## config.mk

```make
export PLATFORM = sky130hd
export DESIGN_NAME = vmem_arb
export DESIGN_NICKNAME = d
export VERILOG_FILES = /design/src/rtl/vmem_pkg.sv /design/src/rtl/vmem_map.sv /design/src/rtl/vmem_arb.sv
export SDC_FILE = /design/constraint.sdc
export NUM_CORES = 1
export LEC_CHECK = 0
export CAP_MARGIN = 0
export CORE_ASPECT_RATIO = 0.7
export CORE_MARGIN = 3
export CORE_UTILIZATION = 43
export DETAILED_ROUTE_END_ITERATION = 10
export PLACE_DENSITY = 0.86
export SYNTH_ARGS = -nofsm -noshare
export SYNTH_HDL_FRONTEND = slang
export SYNTH_HIERARCHICAL = 1
export SYNTH_SLANG_ARGS = --single-unit
```

## constraint.sdc

```tcl
create_clock -name clk -period 2.8 [get_ports clk]
set_clock_uncertainty 0.05 [all_clocks]
set_input_delay 0.28 -clock clk [delete_from_list [all_inputs] [get_ports clk]]
set_output_delay 0.28 -clock clk [all_outputs]
set_load 0.02 [all_outputs]
```

## src/rtl/vmem_pkg.sv

```systemverilog
// ============================================================================
// vmem_pkg : shared FSM encoding, region and mirror constants for vmem_arb
// Rev 1.0
// ============================================================================
`default_nettype none

package vmem_pkg;

  typedef enum logic [1:0] {
    ST_IDLE      = 2'd0,
    ST_PPU_BUSY  = 2'd1,
    ST_HOST_BUSY = 2'd2
  } state_e;

  // Value of addr[13] selecting each region
  localparam logic REGION_CHR = 1'b0;
  localparam logic REGION_NT  = 1'b1;

  localparam logic MIRROR_HORIZ = 1'b0;
  localparam logic MIRROR_VERT  = 1'b1;

  localparam int MAP_AW = 13;

endpackage

`default_nettype wire

```

## src/rtl/vmem_map.sv

```systemverilog
// ============================================================================
// vmem_map : video address -> CHR / nametable downstream address (combinational)
// Macro VMEM_ARB_FOURSCREEN_EN selects a 4 KiB unmirrored nametable.  Rev 1.0
// ============================================================================
`default_nettype none

module vmem_map
  import vmem_pkg::*;
#(
  parameter int DS_AW = 13
) (
  input  logic [13:0]      addr,
  input  logic             mirror,
  output logic             chr_sel,
  output logic [DS_AW-1:0] ds_addr
);

  logic [MAP_AW-1:0] map_addr;

`ifdef VMEM_ARB_FOURSCREEN_EN
  logic unused_mirror;
  assign unused_mirror = mirror;
`endif

  always_comb begin
    map_addr = '0;
    chr_sel  = 1'b0;
    if (addr[13] == REGION_CHR) begin
      chr_sel  = 1'b1;
      map_addr = addr[12:0];
    end else begin
`ifdef VMEM_ARB_FOURSCREEN_EN
      map_addr = {1'b0, addr[11:0]};
`else
      // Palette addresses fall through here too; they never reach this block
      map_addr = {2'b00, (mirror == MIRROR_VERT) ? addr[10] : addr[11], addr[9:0]};
`endif
    end
    ds_addr                = '0;
    ds_addr[MAP_AW-1:0]    = map_addr;
  end

endmodule

`default_nettype wire

```

## src/rtl/vmem_arb.sv

```systemverilog
// ============================================================================
// vmem_arb : PPU / host video-memory arbiter with host anti-starvation
// Macro VMEM_ARB_FOURSCREEN_EN (see vmem_map).  Rev 1.0
// ============================================================================
`default_nettype none

module vmem_arb
  import vmem_pkg::*;
#(
  parameter int STARVE_MAX = 8,
  parameter int DS_AW      = 13
) (
  input  logic             clk,
  input  logic             reset_n,
  input  logic             mirror,
  input  logic [13:0]      ppu_addr,
  input  logic [7:0]       ppu_wdata,
  input  logic             ppu_wr,
  input  logic             ppu_req,
  output logic             ppu_ack,
  output logic [7:0]       ppu_rdata,
  input  logic [13:0]      host_addr,
  input  logic [7:0]       host_wdata,
  input  logic             host_wr,
  input  logic             host_req,
  output logic             host_ack,
  output logic [7:0]       host_rdata,
  output logic             chr_sel,
  output logic [DS_AW-1:0] ds_addr,
  output logic [7:0]       ds_wdata,
  output logic             ds_wr,
  output logic             ds_req,
  input  logic [7:0]       ds_rdata,
  input  logic             ds_ack
);

  localparam int SW = $clog2(STARVE_MAX + 1);

  state_e           state_q, state_d;
  logic [SW-1:0]    starve_q, starve_d;
  logic             grant_ppu, grant_host, force_host;
  logic             ds_req_q, ds_wr_q, chr_sel_q;
  logic [DS_AW-1:0] ds_addr_q;
  logic [7:0]       ds_wdata_q, ppu_rdata_q, host_rdata_q;
  logic             ppu_ack_q, host_ack_q;
  logic [13:0]      win_addr;
  logic             map_chr;
  logic [DS_AW-1:0] map_addr;

  assign force_host = host_req && (starve_q == SW'(STARVE_MAX));

  always_comb begin
    state_d    = state_q;
    grant_ppu  = 1'b0;
    grant_host = 1'b0;
    case (state_q)
      ST_IDLE: begin
        // The ack cycle is skipped: the served requester still shows req high
        if (!(ppu_ack_q || host_ack_q)) begin
          if (ppu_req && !force_host) begin
            grant_ppu = 1'b1;
            state_d   = ST_PPU_BUSY;
          end else if (host_req) begin
            grant_host = 1'b1;
            state_d    = ST_HOST_BUSY;
          end
        end
      end
      ST_PPU_BUSY, ST_HOST_BUSY: begin
        if (ds_ack) state_d = ST_IDLE;
      end
      default: state_d = ST_IDLE;
    endcase
  end

  always_comb begin
    starve_d = starve_q;
    if (grant_host || !host_req) begin
      starve_d = '0;
    end else if (grant_ppu && (starve_q != SW'(STARVE_MAX))) begin
      starve_d = starve_q + 1'b1;
    end
  end

  assign win_addr = grant_ppu ? ppu_addr : host_addr;

  vmem_map #(
    .DS_AW (DS_AW)
  ) u_map (
    .addr    (win_addr),
    .mirror  (mirror),
    .chr_sel (map_chr),
    .ds_addr (map_addr)
  );

  always_ff @(posedge clk or negedge reset_n) begin
    if (!reset_n) begin
      state_q      <= ST_IDLE;
      starve_q     <= '0;
      ds_req_q     <= 1'b0;
      ds_wr_q      <= 1'b0;
      ds_addr_q    <= '0;
      ds_wdata_q   <= '0;
      chr_sel_q    <= 1'b0;
      ppu_ack_q    <= 1'b0;
      host_ack_q   <= 1'b0;
      ppu_rdata_q  <= '0;
      host_rdata_q <= '0;
    end else begin
      state_q    <= state_d;
      starve_q   <= starve_d;
      ppu_ack_q  <= 1'b0;
      host_ack_q <= 1'b0;
      if (grant_ppu || grant_host) begin
        ds_req_q   <= 1'b1;
        ds_addr_q  <= map_addr;
        chr_sel_q  <= map_chr;
        ds_wr_q    <= grant_ppu ? ppu_wr    : host_wr;
        ds_wdata_q <= grant_ppu ? ppu_wdata : host_wdata;
      end else if (ds_ack && (state_q != ST_IDLE)) begin
        ds_req_q <= 1'b0;
        ds_wr_q  <= 1'b0;
        if (state_q == ST_PPU_BUSY) begin
          ppu_ack_q   <= 1'b1;
          ppu_rdata_q <= ds_rdata;
        end else begin
          host_ack_q   <= 1'b1;
          host_rdata_q <= ds_rdata;
        end
      end
    end
  end

  assign ds_req     = ds_req_q;
  assign ds_wr      = ds_wr_q;
  assign ds_addr    = ds_addr_q;
  assign ds_wdata   = ds_wdata_q;
  assign chr_sel    = chr_sel_q;
  assign ppu_ack    = ppu_ack_q;
  assign host_ack   = host_ack_q;
  assign ppu_rdata  = ppu_rdata_q;
  assign host_rdata = host_rdata_q;

endmodule

`default_nettype wire

```

Word-level counts from Yosys, hierarchy flattened
Index checks and enable logic that the tools add are counted.
{"block": "totals", "register_bits": 48, "input_bits": 60, "out_inout_bits": 42}
{"block": "classes", "add_sub_neg": 1, "n_eq_ne": 7, "mux": 29, "bitwise_logic": 2, "reduce_logical": 17}
{"operator": "$mux W1", "n": 19}
{"operator": "$mux W14", "n": 1}
{"operator": "$mux W13", "n": 1}
{"operator": "$reduce_and A3 Y1", "n": 3}
{"operator": "$mux W2", "n": 4}
{"operator": "$mux W4", "n": 2}
{"operator": "$mux W8", "n": 1}
{"operator": "$reduce_bool A2 Y1", "n": 3}
{"operator": "$add A4 B1 Y4 const B", "n": 1}
{"operator": "$eq A4 B4 Y1 const B", "n": 1}
{"operator": "$logic_and A1 B1 Y1", "n": 4}
{"operator": "$ne A2 B2 Y1 const B", "n": 2}
{"operator": "$ne A4 B4 Y1 const B", "n": 1}
{"operator": "$pmux W2 S2", "n": 1}
{"operator": "$logic_or A1 B1 Y1", "n": 3}
{"operator": "$ne A3 B3 Y1 const B", "n": 1}
{"operator": "$eq A2 B1 Y1 const B", "n": 1}
{"operator": "$eq A2 B2 Y1 const B", "n": 1}
{"operator": "$logic_not A1 Y1", "n": 2}
{"operator": "$logic_not A2 Y1", "n": 1}
{"operator": "$not A1 Y1", "n": 2}
{"operator": "$reduce_or A2 Y1", "n": 1}

Depth between registers and ports, before layout
{"block": "logic_depth", "ltp_word": 10, "depth_mapped": 8, "ltp_nobuf": 8}

Hierarchy
The synthesis kept the hierarchy.
{"module": "vmem_arb", "instances": 1, "cells_each": 190, "area_per_inst_um2": 2299.7, "seq_area_each_um2": 1201.2}
{"module": "vmem_map", "instances": 1, "cells_each": 15, "area_per_inst_um2": 117.6, "seq_area_each_um2": 0.0}

Least setup slack after synthesis
No wires, ideal clock.
{"block": "synth_path", "path_type": "reg2reg", "from": "reg state_q[0]", "to": "reg ds_addr_q[10], in the netlist ds_addr[10]", "setup_ps": 127, "arrival_ps": 2153, "required_ps": 2623, "slack_ps": 470, "path_stages_with_launch": 9, "period_less_slack_ps": 2330, "cell_sequence": "dfrtp_1 inv_1 ha_1 and4bb_2 nand2_1 buf_2 mux2_1 mux2_4 mux2_1"}
{"block": "synth_between", "elab_chain_cells": 5, "word_cells_on_any_way": 7, "classes_between": "mux (5); reduce/logical (2)"}
{"element": "start, declared", "line_no": "vmem_arb.sv:39", "text": "state_e state_q, state_d;"}
{"element": "start signal, assigned", "line_no": "vmem_arb.sv:110", "text": "state_q <= state_d;"}
{"element": "$logic_not A2 Y1", "line_no": "vmem_arb.sv:56", "text": "case (state_q)"}
{"element": "$mux W1", "line_no": "vmem_arb.sv:56"}
{"element": "$mux W14", "line_no": "vmem_arb.sv:85", "text": "assign win_addr = grant_ppu ? ppu_addr : host_addr;"}
{"element": "named net win_addr[11]", "line_no": "vmem_arb.sv:46", "text": "logic [13:0] win_addr;"}
{"element": "$mux W1", "line_no": "vmem_map.sv:36", "text": "map_addr = {2'b00, (mirror == MIRROR_VERT) ? addr[10] : addr[11], addr[9:0]};"}
{"element": "$mux W13", "line_no": "vmem_map.sv:28", "text": "if (addr[13] == REGION_CHR) begin"}
{"element": "named net map_addr[10]", "line_no": "vmem_arb.sv:48", "text": "logic [DS_AW-1:0] map_addr;"}
{"element": "end signal, assigned", "line_no": "vmem_arb.sv:116", "text": "ds_addr_q <= map_addr;"}
{"element": "end, declared", "line_no": "vmem_arb.sv:43", "text": "logic [DS_AW-1:0] ds_addr_q;"}
The timed path passes the listed nets, and every way through them passes these cells.
A chain may end at the register's enable or synchronous reset.

Final worst setup path
{"block": "layout_path", "from": "reg state_q[1]", "to": "reg ds_addr_q[10], in the netlist ds_addr[10]"}
The elaborated chain is that of the path after synthesis.

==> tab_implementation.tex <==
\begin{tabular}{lr}
\hline
Metric & Value \\
\hline
\multicolumn{2}{l}{\textbf{Outcome}} \\
\quad Result of the run & complete, no violations \\
\multicolumn{2}{l}{\textbf{Timing}} \\
\quad Peak clock frequency supported by timing & 0.4183 GHz \\
\quad Hold violation count in the final report & 0 \\
\quad Slew at the pin closest to its max-slew limit & 0.4828 ns \\
\quad Share of the clock period used by the worst path & 85.38\% \\
\quad Max\_slew headroom & roughly 68\% \\
\quad Clock period minus worst slack & 2.391 ns \\
\quad Final sum of negative setup slack & 0 ns \\
\quad Number of endpoints failing setup at the final stage & 0 \\
\quad Final max-slew violation count & 0 \\
\quad RSZ-0062 raised after global routing & false \\
\multicolumn{2}{l}{\textbf{Pwr}} \\
\quad Peak supply drop & 0.5974 mV \\
\quad Power density relative to cell area & 1043 nW/um2 \\
\quad Static power due to leakage & $\sim$1.5 nW \\
\multicolumn{2}{l}{\textbf{Placement}} \\
\quad Port Buf Inserts & slightly above 100 \\
\quad DP Area & 3433 um2 \\
\quad Half-perimeter wire length after detailed placement & 4.551 mm \\
\quad Post-placement cell count & $\sim$360 \\
\quad Final weighted congestion of routability-driven global placement & 0.8415 \\
\multicolumn{2}{l}{\textbf{Clocking}} \\
\quad CTS H-tree depth & 2 \\
\quad Later-pin clock latency in the skew report & 0.30 ns \\
\quad Postcts setup bufs & 0 \\
\quad Clock tree sinks & 48 \\
\quad Clock transition at path regs & 0.10 ns \\
\quad Buffers from clock root to sink, at most & 2 \\
\quad CTS Root Cell & clkbuf\_8 \\
\quad Number of gates given a new drive strength after cts & 0 \\
\quad Number of buffers added to fix hold violations after cts & 1 \\
\quad Total clock buffers created by CTS & 5 \\
\quad Clock tree from TritonCTS & built \\
\multicolumn{2}{l}{\textbf{Synthesis}} \\
\quad Area share of the largest cell type after synthesis & 49.69\% \\
\quad Nets in the synthesized netlist & 269 \\
\quad Xor and xnor fraction of the mapped netlist area & 0\% \\
\quad Primary flip-flop cell chosen by synthesis mapping & dfrtp\_1 \\
\quad Flops \& latches, synth & 48 \\
\quad Area share of and/or/nand/nor cells after synthesis & 11.13\% \\
\quad Cells after Synth & 205 \\
\quad Adder and majority cell fraction of the synthesized area & 2.070\% \\
\quad Syn Area/Cell & around 12 um2 \\
\quad Combinational family with the most area after synthesis & multiplexers \\
\quad Syn Std Cell Area & 2417 um2 \\
\quad Share of synthesized area spent on multiplexers & about a fifth \\
\quad Sequential fraction of the synthesis area & about half \\
\quad Async set or reset register ratio after synthesis & 100.0\% \\
\quad Synth area leaders & dfrtp\_1 (50\%), mux2\_2 (13\%), mux2\_1 (7.9\%) \\
\quad Compound-Gate Fraction of Synth Area & 9.576\% \\
\quad Number of synthesized flops with an enable pin & 0 \\
\quad Distinct cell type count of the synthesized netlist & 40 \\
\quad Cell taking the most area after synthesis & dfrtp\_1 \\
\quad Yosys warning count & 6 \\
\multicolumn{2}{l}{\textbf{Final layout}} \\
\quad Layout-stage area growth over the synthesis result & 47.26\% \\
\quad Post-route cell area & 3560 um2 \\
\quad Share of cells above drive strength 1 & 16.28\% \\
\quad Area occupied by registers & $\sim$1200 um2 \\
\quad Highest-count cells in the layout ignoring fill and taps & clkdlybuf4s50\_1 (100), dfrtp\_1 (48), mux2\_2 (27), mux2\_1 (17), nand3\_1 (13) \\
\quad Commonest non-fill, non-tap cell in the layout & clkdlybuf4s50\_1 \\
\quad Fill cell count & 423 \\
\quad Non-filler instance count after layout & 373 \\
\quad Multi-input gate area & around 1100 um2 \\
\quad Post-layout net count & 364 \\
\quad Antenna cells & 0 \\
\multicolumn{2}{l}{\textbf{Setup path}} \\
\quad R2r worst-path depth & 8 \\
\quad Capture instance of the worst register-to-register path & ds\_addr[10]\$\_DFFE\_PN0P\_ \\
\quad CP Data Required Time & 2.94 ns \\
\quad Type of origin of the critical path & register \\
\quad Maximum net fanout on the critical path & 13 \\
\quad WP data arrival & around 2.5 ns \\
\quad Worst setup slack for register-to-register paths & 0.41 ns \\
\quad Type of element capturing the critical path & register \\
\quad Critical Setup Path Class & register to register \\
\quad Reg-to-reg startpoint & state\_q[1]\$\_DFFE\_PN0P\_ \\
\multicolumn{2}{l}{\textbf{Job}} \\
\quad MaxCap Viol Count & 0 \\
\multicolumn{2}{l}{\textbf{Die}} \\
\quad Floorplan Core Area & 5340 um2 \\
\quad Placement row count & 22 \\
\quad Die X-Extent & 95.62 um \\
\quad DIE AREA & between 6000 and 7000 um2 \\
\quad IO Pins & $\sim$100 \\
\quad Die span in y & slightly below 70 um \\
\quad Initial standard-cell utilization of the core & 45.27\% \\
\multicolumn{2}{l}{\textbf{Routing}} \\
\quad Wire length reported by the detailed router & 6.042 mm \\
\quad Vias per inst & 5.198 \\
\quad Avg WL per Cell & 16.20 um \\
\quad DRC viols & 0 \\
\quad Violation count after the first detailed-routing iteration & 96 \\
\quad Count of vias placed by the detailed router & 1939 \\
\quad ANT nets after route & 0 \\
\quad Iteration count of the initial detailed-routing pass & 4 \\
\multicolumn{2}{l}{\textbf{Global route}} \\
\quad Number of antenna violations at the first check in global routing & 0 \\
\quad Vias in the first global route & 2042 \\
\quad Maximum number of pins on one net before global-route repair & 31 \\
\quad Wire length of the first global-routing pass & 9.798 mm \\
\quad GRT Util Overall & between 10\% and 20\% \\
\quad Global-route congestion overflow total & 0 \\
\multicolumn{2}{l}{\textbf{Worst hold path}} \\
\quad Worst min path class & input pin to async pin \\
\hline
\end{tabular}
==> routing by layer <==
layer	up-vias	GRT usage, %	part of all wire [%]	routed length (um)
met5	-	0	0	0
met4	0	4.433	1.1	64
met3	7	7.701	9.3	561
met2	66	32.03	47	2827
met1	946	24.18	43	2589
li1	920	-	-	-
==> stage by stage <==
step	hold slack (ns)	setup WS [ns]	total power, mW	utilization, %
final	0.3943	0.4094	3.714	66.66
after global routing	0.4311	0.2822	3.964	66.66
after CTS	0.3886	0.3990	3.752	66.66
after detailed placement	0.1982	0.3992	3.227	64.29
after global placement	0.1917	0.4245	3.164	64.29
after floorplan	-0.06559	0.4698	2.374	-
==> sequential cells by signal, indices dropped and copies added, names as in the netlist <==
signal      count
host_rdata      8
ppu_rdata       8
ds_req          1
chr_sel         1
state_q         2
host_ack        1
ds_wr           1
ppu_ack         1
ds_addr        13
ds_wdata        8
starve_q        4
==> report_power, final <==
part           leakage, nW  internal, mW  switching [mW]  total, mW
registers            0.577          1.01           0.172       1.19
logic                0.831          1.02           0.992       2.02
clock network       0.0583         0.269           0.243      0.512
==> worst max-delay path, stage by stage, from the launching register on <==
cell and delay (ns):
dfrtp_1 0.40, inv_1 0.09, ha_1 0.29, and4bb_2 0.27
nand2_1 0.08, buf_4 0.21, mux2_1 0.33, mux2_4 0.27
mux2_1 0.28
==> worst max path at each step <==
stage	start	to	slack (ns)	cells after the start
6_report	state_q[1]$_DFFE_PN0P_	ds_addr[10]$_DFFE_PN0P_	0.41	8
3_5_place_dp	host_req	ds_addr[10]$_DFFE_PN0P_	0.40	7
5_1_grt	state_q[0]$_DFFE_PN0P_	ds_addr[10]$_DFFE_PN0P_	0.28	8
3_3_place_gp	host_req	ds_addr[10]$_DFFE_PN0P_	0.42	7
2_1_floorplan	state_q[0]$_DFFE_PN0P_	ds_addr[10]$_DFFE_PN0P_	0.47	8
4_1_cts	state_q[0]$_DFFE_PN0P_	ds_addr[10]$_DFFE_PN0P_	0.40	8
==> area by class of cell <==
| class | count | share of cell area [%] |
|---|---|---|
| multi-input cells | 129 | 29.81 |
| clock buffers | 5 | 1.933 |
| inverters | 8 | 0.8436 |
| flip-flops and latches | 48 | 33.74 |
| repair buffers | 108 | 29.81 |
| well taps | 72 | 2.531 |
| clock inverters | 3 | 1.336 |
==> Yosys cell counts (2+ instances only) <==
master,instances
and2b_2,2
a31oi_1,9
mux2_2,27
inv_1,8
o211ai_1,2
nand4b_1,2
nand3_1,13
mux2_1,17
nand2_1,5
nand4_1,3
buf_2,4
nand2b_1,3
ha_1,4
o21ai_0,11
buf_4,10
clkbuf_1,4
a21oi_1,11
dfrtp_1,48
==> cell families (layout without fill, tap and decap cells) <==
kind of cell               count (synthesis)  count (layout)
muxes                                     45              45
AOI/OAI and AO/OA                         39              39
and+or+nand+nor                           41              41
buffers and inverters                     28             124
DFF                                       48              48
adders and majority gates                  4               4
Note: power is estimated with default switching activity, not from simulation.
